File: config.mk
export PLATFORM = sky130hd
export DESIGN_NAME = intersection_phase_controller
export DESIGN_NICKNAME = d
export VERILOG_FILES = /design/src/rtl/traffic_pkg.sv /design/src/rtl/phase_timer.sv /design/src/rtl/intersection_phase_controller.sv
export SDC_FILE = /design/constraint.sdc
export NUM_CORES = 1
export LEC_CHECK = 0
export BUFFER_PORTS_ARGS = -buffer_cell sky130_fd_sc_hd__buf_4
export CORE_UTILIZATION = 49
export DETAILED_ROUTE_END_ITERATION = 12
export PLACE_DENSITY_LB_ADDON = 0.15
export SKIP_LAST_GASP = 1
export SLEW_MARGIN = 20
export SYNTH_ARGS = -nofsm -noshare
export SYNTH_HDL_FRONTEND = slang
export SYNTH_SLANG_ARGS = --single-unit
File: constraint.sdc
create_clock -name clk -period 12.5 [get_ports clk]
set_input_delay 3.75 -clock clk [delete_from_list [all_inputs] [get_ports clk]]
set_output_delay 3.75 -clock clk [all_outputs]
set_load 0.02 [all_outputs]
File: src/rtl/traffic_pkg.sv
// rtl/traffic_pkg.sv - shared phase encodings, directions, lamp levels and second-to-cycle helper
package traffic_pkg;

  typedef enum logic [2:0] {
    S_NS_GREEN  = 3'd0,
    S_NS_YELLOW = 3'd1,
    S_RED_TO_EW = 3'd2,
    S_EW_GREEN  = 3'd3,
    S_EW_YELLOW = 3'd4,
    S_RED_TO_NS = 3'd5,
    S_EMERG     = 3'd6
  } phase_e;

  typedef enum logic {
    DIR_NS = 1'b0,
    DIR_EW = 1'b1
  } dir_e;

  localparam logic LAMP_ON  = 1'b1;
  localparam logic LAMP_OFF = 1'b0;

  // 32-bit product of seconds and clock rate; a zero-length phase would never
  // assert done, so it is stretched to a single cycle.
  function automatic logic [31:0] sec_to_cycles(input logic [31:0] sec, input logic [31:0] freq);
    logic [31:0] cycles;
    cycles = sec * freq;
    return (cycles == 32'd0) ? 32'd1 : cycles;
  endfunction

endpackage

File: src/rtl/phase_timer.sv
// rtl/phase_timer.sv - per-phase cycle counter with clear, done compare and saturate mode
module phase_timer (
  input  logic        clk,
  input  logic        rst_n,
  input  logic        clear,
  input  logic        saturate,
  input  logic [31:0] duration,
  output logic [31:0] count,
  output logic        done
);

  // count cycles in the current phase; restart on clear, pin at all-ones when saturating
  always_ff @(posedge clk or negedge rst_n) begin
    if (!rst_n) begin
      count <= 32'd0;
    end else if (clear) begin
      count <= 32'd0;
    end else if (saturate && (count == 32'hFFFF_FFFF)) begin
      count <= count;
    end else begin
      count <= count + 32'd1;
    end
  end

  assign done = (count == (duration - 32'd1));

endmodule

File: src/rtl/intersection_phase_controller.sv
// rtl/intersection_phase_controller.sv - four-way intersection vehicle phase FSM with emergency all-red hold
module intersection_phase_controller #(
  parameter int unsigned CLK_FREQ          = 50_000_000,
  parameter int unsigned YELLOW_SEC        = 3,
  parameter int unsigned ALL_RED_SEC       = 2,
  parameter int unsigned DEFAULT_GREEN_SEC = 10
) (
  input  logic        clk,
  input  logic        rst_n,
  input  logic [7:0]  cfg_ns_green_sec,
  input  logic [7:0]  cfg_ew_green_sec,
  input  logic        emerg_req,
  output logic        NS_GREEN,
  output logic        NS_YELLOW,
  output logic        NS_RED,
  output logic        EW_GREEN,
  output logic        EW_YELLOW,
  output logic        EW_RED,
  output logic [31:0] ns_green_delay,
  output logic [31:0] ew_green_delay,
  output logic [2:0]  phase_state,
  output logic [31:0] phase_counter,
  output logic        emerg_active
);
  import traffic_pkg::*;

  localparam logic [31:0] YEL_CYC       = sec_to_cycles(32'(YELLOW_SEC), 32'(CLK_FREQ));
  localparam logic [31:0] AR_CYC        = sec_to_cycles(32'(ALL_RED_SEC), 32'(CLK_FREQ));
  localparam logic [31:0] DEF_GREEN_CYC = sec_to_cycles(32'(DEFAULT_GREEN_SEC), 32'(CLK_FREQ));

  phase_e      state, next_state;
  dir_e        last_dir;
  logic [31:0] duration;
  logic [31:0] ns_green_new, ew_green_new;
  logic        done;
  logic        ns_entry, ew_entry;
  logic        ns_g_n, ns_y_n, ns_r_n, ew_g_n, ew_y_n, ew_r_n;

  assign ns_green_new = sec_to_cycles((cfg_ns_green_sec == 8'd0) ? 32'(DEFAULT_GREEN_SEC)
                                      : {24'd0, cfg_ns_green_sec}, 32'(CLK_FREQ));
  assign ew_green_new = sec_to_cycles((cfg_ew_green_sec == 8'd0) ? 32'(DEFAULT_GREEN_SEC)
                                      : {24'd0, cfg_ew_green_sec}, 32'(CLK_FREQ));

  assign ns_entry = (next_state == S_NS_GREEN) && (state != S_NS_GREEN);
  assign ew_entry = (next_state == S_EW_GREEN) && (state != S_EW_GREEN);

  // greens run off the value latched at entry so mid-phase config edits wait for the next green
  always_comb begin
    duration = AR_CYC;
    case (state)
      S_NS_GREEN:               duration = ns_green_delay;
      S_EW_GREEN:               duration = ew_green_delay;
      S_NS_YELLOW, S_EW_YELLOW: duration = YEL_CYC;
      default:                  duration = AR_CYC;
    endcase
  end

  phase_timer u_timer (
    .clk      (clk),
    .rst_n    (rst_n),
    .clear    (next_state != state),
    .saturate (state == S_EMERG),
    .duration (duration),
    .count    (phase_counter),
    .done     (done)
  );

  // next phase and the lamp pattern that goes with it
  always_comb begin
    next_state = state;
    ns_g_n = LAMP_OFF;
    ns_y_n = LAMP_OFF;
    ns_r_n = LAMP_ON;
    ew_g_n = LAMP_OFF;
    ew_y_n = LAMP_OFF;
    ew_r_n = LAMP_ON;
    case (state)
      S_NS_GREEN:  if (emerg_req || done) next_state = S_NS_YELLOW;
      S_NS_YELLOW: if (done) next_state = emerg_req ? S_EMERG : S_RED_TO_EW;
      S_RED_TO_EW: if (done) next_state = emerg_req ? S_EMERG : S_EW_GREEN;
      S_EW_GREEN:  if (emerg_req || done) next_state = S_EW_YELLOW;
      S_EW_YELLOW: if (done) next_state = emerg_req ? S_EMERG : S_RED_TO_NS;
      S_RED_TO_NS: if (done) next_state = emerg_req ? S_EMERG : S_NS_GREEN;
      S_EMERG:     if (!emerg_req) next_state = (last_dir == DIR_NS) ? S_RED_TO_EW : S_RED_TO_NS;
      default:     next_state = S_RED_TO_NS;
    endcase
    case (next_state)
      S_NS_GREEN:  begin ns_g_n = LAMP_ON; ns_r_n = LAMP_OFF; end
      S_NS_YELLOW: begin ns_y_n = LAMP_ON; ns_r_n = LAMP_OFF; end
      S_EW_GREEN:  begin ew_g_n = LAMP_ON; ew_r_n = LAMP_OFF; end
      S_EW_YELLOW: begin ew_y_n = LAMP_ON; ew_r_n = LAMP_OFF; end
      default:     ;
    endcase
  end

  // phase register with lamps decoded from the incoming phase so they change on the same edge
  always_ff @(posedge clk or negedge rst_n) begin
    if (!rst_n) begin
      state        <= S_RED_TO_NS;
      NS_GREEN     <= LAMP_OFF;
      NS_YELLOW    <= LAMP_OFF;
      NS_RED       <= LAMP_ON;
      EW_GREEN     <= LAMP_OFF;
      EW_YELLOW    <= LAMP_OFF;
      EW_RED       <= LAMP_ON;
      emerg_active <= 1'b0;
    end else begin
      state        <= next_state;
      NS_GREEN     <= ns_g_n;
      NS_YELLOW    <= ns_y_n;
      NS_RED       <= ns_r_n;
      EW_GREEN     <= ew_g_n;
      EW_YELLOW    <= ew_y_n;
      EW_RED       <= ew_r_n;
      emerg_active <= (next_state == S_EMERG);
    end
  end

  // green lengths and last served direction captured on green entry
  always_ff @(posedge clk or negedge rst_n) begin
    if (!rst_n) begin
      ns_green_delay <= DEF_GREEN_CYC;
      ew_green_delay <= DEF_GREEN_CYC;
      last_dir       <= DIR_EW;
    end else if (ns_entry) begin
      ns_green_delay <= ns_green_new;
      last_dir       <= DIR_NS;
    end else if (ew_entry) begin
      ew_green_delay <= ew_green_new;
      last_dir       <= DIR_EW;
    end
  end

  assign phase_state = state;

endmodule

==> flow_metrics.env <==
export IMPL_wl_per_cell_um=18.7
export IMPL_areaGrowthSynthToFinish_pct=12.5
export IMPL_grt_pass1_vias=8245
export IMPL_netlist_area_mm2=0.0102
export IMPL_instances_no_fill=1493
export IMPL_cts_setup_buffers=0
export IMPL_clk_pin_slew_worst_paths_ns=0.07
export IMPL_cp_required_ns=12.75
export IMPL_worstPathMaxFanout=5
export IMPL_final_common_cell="inv_1"
export IMPL_diodes=0
export IMPL_async_reset_ff_share_pct=100
export IMPL_min_path_cells=2
export IMPL_layout_common_cells="inv_1 (142), buf_4 (118), nand2_1 (95)"
export IMPL_outcome="finished clean"
export IMPL_ir_drop_uv=150
export IMPL_htree_levels=3
export IMPL_antenna_left=0
export IMPL_synth_ff_type="dfrtp_1"
export IMPL_tns_ns=0
export IMPL_worstMarginPinSlew_ns=0.859
export IMPL_clockBufferDepth=2
export IMPL_holdPathEnd="ns_green_delay[18]$_DFFE_PN1P_"
export IMPL_ys_ff_latch=95
export IMPL_ys_types=79
export IMPL_timing_fmax_mhz=104
export IMPL_fp_dieArea_mm2=0.0213
export IMPL_r2r_end="ew_green_delay[7]$_DFFE_PN0P_"
export IMPL_dpl_cell_count=1477
export IMPL_cp_end_kind="flop"
export IMPL_crit_path_start_kind="input pin"
export IMPL_dr_pass1_iters=5
export IMPL_fin_ws_ns=2.85
export IMPL_cts_root_buf="clkbuf_16"
export IMPL_r2r_start="phase_state[0]$_DFF_PN1_"
export IMPL_setup_viol=0
export IMPL_reg2reg_depth=12
export IMPL_min_from="ns_green_delay[18]$_DFFE_PN1P_"
export IMPL_min_path_type="reg2reg"
export IMPL_crit_start="cfg_ew_green_sec[6]"
export IMPL_hold_violations=0
export IMPL_track_usage_pct=27.4
export IMPL_multi_input_area_mm2=0.00697
export IMPL_nets=1409
export IMPL_seqCellArea_mm2=0.00242
export IMPL_die_y_um=146
export IMPL_yosysWarnings=0
export IMPL_grt_max_degree=49
export IMPL_grt_overflow=0
export IMPL_start_util_pct=50.1
export IMPL_synth_cells=1132
export IMPL_wirelength_um=28000
export IMPL_synth_edf_count=0
export IMPL_drt_iter0_drc=564
export IMPL_fin_crit_ns=9.65
export IMPL_route_detailed_drc=0
export IMPL_clk_latency_ns=0.36
export IMPL_num_fill_cells=1928
export IMPL_io_pins=125
export IMPL_leakagePower_uw=0.00552
export IMPL_cts_sinks=95
export IMPL_num_vias=8302
export IMPL_period_share_pct=77.2
export IMPL_finClkSkew_ns=0.00969
export IMPL_slew_limit_headroom_pct=42.1
export IMPL_drv_cap=0
export IMPL_holdBufCountCts=0
export IMPL_dp_hpwl_um=23200
export IMPL_grt_pass1_wl_um=45600
export IMPL_ys_seq_area_share_pct=23.7
export IMPL_rsz0062_at_grt="false"
export IMPL_io_buffers=112
export IMPL_drive_gt1_share_pct=16.5
export IMPL_globalplace_congestion=0.964
export IMPL_core_mm2=0.0203
export IMPL_drt_vias_per_instance=5.56
export IMPL_crit_type="in2reg"
export IMPL_ctsResizeCount=0
export IMPL_pre_cts_ws_ns=2.52
export IMPL_syn_area_per_cell_um2=8.99
export IMPL_p_per_area_mw_per_mm2=164
export IMPL_die_x_um=146
export IMPL_cts_tree="done"
export IMPL_reg2reg_slack_ns=6.12
export IMPL_crit_arrival_ns=9.90
export IMPL_drv_slew=0
export IMPL_antenna_found_initial=0
export IMPL_rows=52
export IMPL_numCtsBuffers=9
[worst max-delay path: stages]
cell and delay [ns]:
buf_4 0.11, inv_1 0.04, ha_1 0.18, nand4_1 0.15
a21oi_1 0.15, ha_1 0.20, or2_2 0.31, ha_1 0.36
inv_1 0.08, fa_1 0.50, fa_1 0.52, inv_1 0.04
ha_1 0.32, o21ai_0 0.12, o21a_1 0.20, o41ai_1 0.67
a221o_1 0.31, nand2_1 0.08, a21oi_1 0.21, nor2_1 0.10
or4b_2 0.68, or4_1 0.54, a31o_1 0.26
[flip-flops by register name, indices dropped and copies added (netlist names), 3 cells and up]
register,cells
ew_green_delay,26
u_timer.count,32
phase_state,3
ns_green_delay,26
[how the worst max path moves through the flow]
stage	to	depth (start not counted)
floorplan	ew_green_delay[7]$_DFFE_PN0P_	22
global placement	ew_green_delay[7]$_DFFE_PN0P_	23
detailed placement	ew_green_delay[7]$_DFFE_PN0P_	23
CTS	ns_green_delay[7]$_DFFE_PN0P_	23
global route	ns_green_delay[7]$_DFFE_PN0P_	23
finish	ew_green_delay[7]$_DFFE_PN0P_	23
[per-layer routing]
| metal | share of wire, % | vias up | GRT usage (%) |
|---|---|---|---|
| met4 | 3.1 | 0 | 10.1 |
| met5 | 0 | - | 0 |
| met3 | 4.2 | 46 | 2.78 |
| met2 | 47 | 240 | 45.4 |
| li1 | - | 3986 | - |
| met1 | 46 | 4030 | 37.2 |
[cells by family (layout without fill, tap and decap cells)]
logic type / count (synthesis) / in the layout / share of synthesized area [%]
AND/OR/NAND/NOR: 374 / 374 / 18.7
buffers and inverters: 198 / 278 / 8.35
AO/OA/AOI/OAI: 176 / 176 / 11.4
adder cells (fa/ha/maj): 173 / 173 / 27.0
XOR/XNOR: 97 / 97 / 8.35
flip-flops: 95 / 95 / 23.7
multiplexers: 18 / 18 / 2.37
other: 1 / 12 / 0.0369
[layout make-up]
type | instances | area share, %
Clock buffer | 9 | 1.97
Clock inverter | 7 | 0.645
Inverter | 144 | 4.72
Multi-Input combinational cell | 850 | 60.9
Sequential cell | 95 | 21.1
Tap cell | 270 | 2.95
Timing Repair Buffer | 118 | 7.74
[cells in the mapped netlist (5+ instances only)]
library cell  count  area [µm²]
mux2_4           11         165
nand2_1          95         357
o21ai_1           9        45.0
nand3_1          26         130
nor3_1           30         150
fa_1             78        1560
buf_6             6        67.6
nor4_1           14        87.6
xor2_1           37         324
xnor2_1          60         526
o21ai_0          38         190
nor2_1           90         338
a211oi_1          9        67.6
inv_1           142         533
clkbuf_1         27         101
o21bai_1          6        45.0
a31oi_1          11        68.8
nand2b_1         11        68.8
and3_1           19         119
mux2_2            5        56.3
nand4_1          17         106
ha_1             94        1180
nor3b_1           5        37.5
a21oi_1          40         200
dfrtp_1          64        1600
nor4b_1           6        52.6
buf_4            15         113
nor2b_1          11        68.8
dfstp_2          31         815
o21a_1            6        45.0
a21o_1            8        60.1
and2_1           17         106
[where the power goes]
| group | switching [µW] | internal [µW] | total (µW) |
|---|---|---|---|
| clock | 134 | 141 | 276 |
| sequential | 55.9 | 355 | 411 |
| combinational | 683 | 505 | 1190 |
[through the flow]
step	util, %	instance area, µm²	total power, µW	hold WS [ns]
6_report	56.4	11400	1870	0.478
5_1_grt	56.4	11400	2060	0.489
2_1_floorplan	-	10200	1270	0.453
4_1_cts	56.4	11400	1890	0.476
3_3_place_gp	54.9	11100	1590	0.459
3_5_place_dp	54.9	11100	1600	0.466
Note: power is estimated with default switching activity, not from simulation.
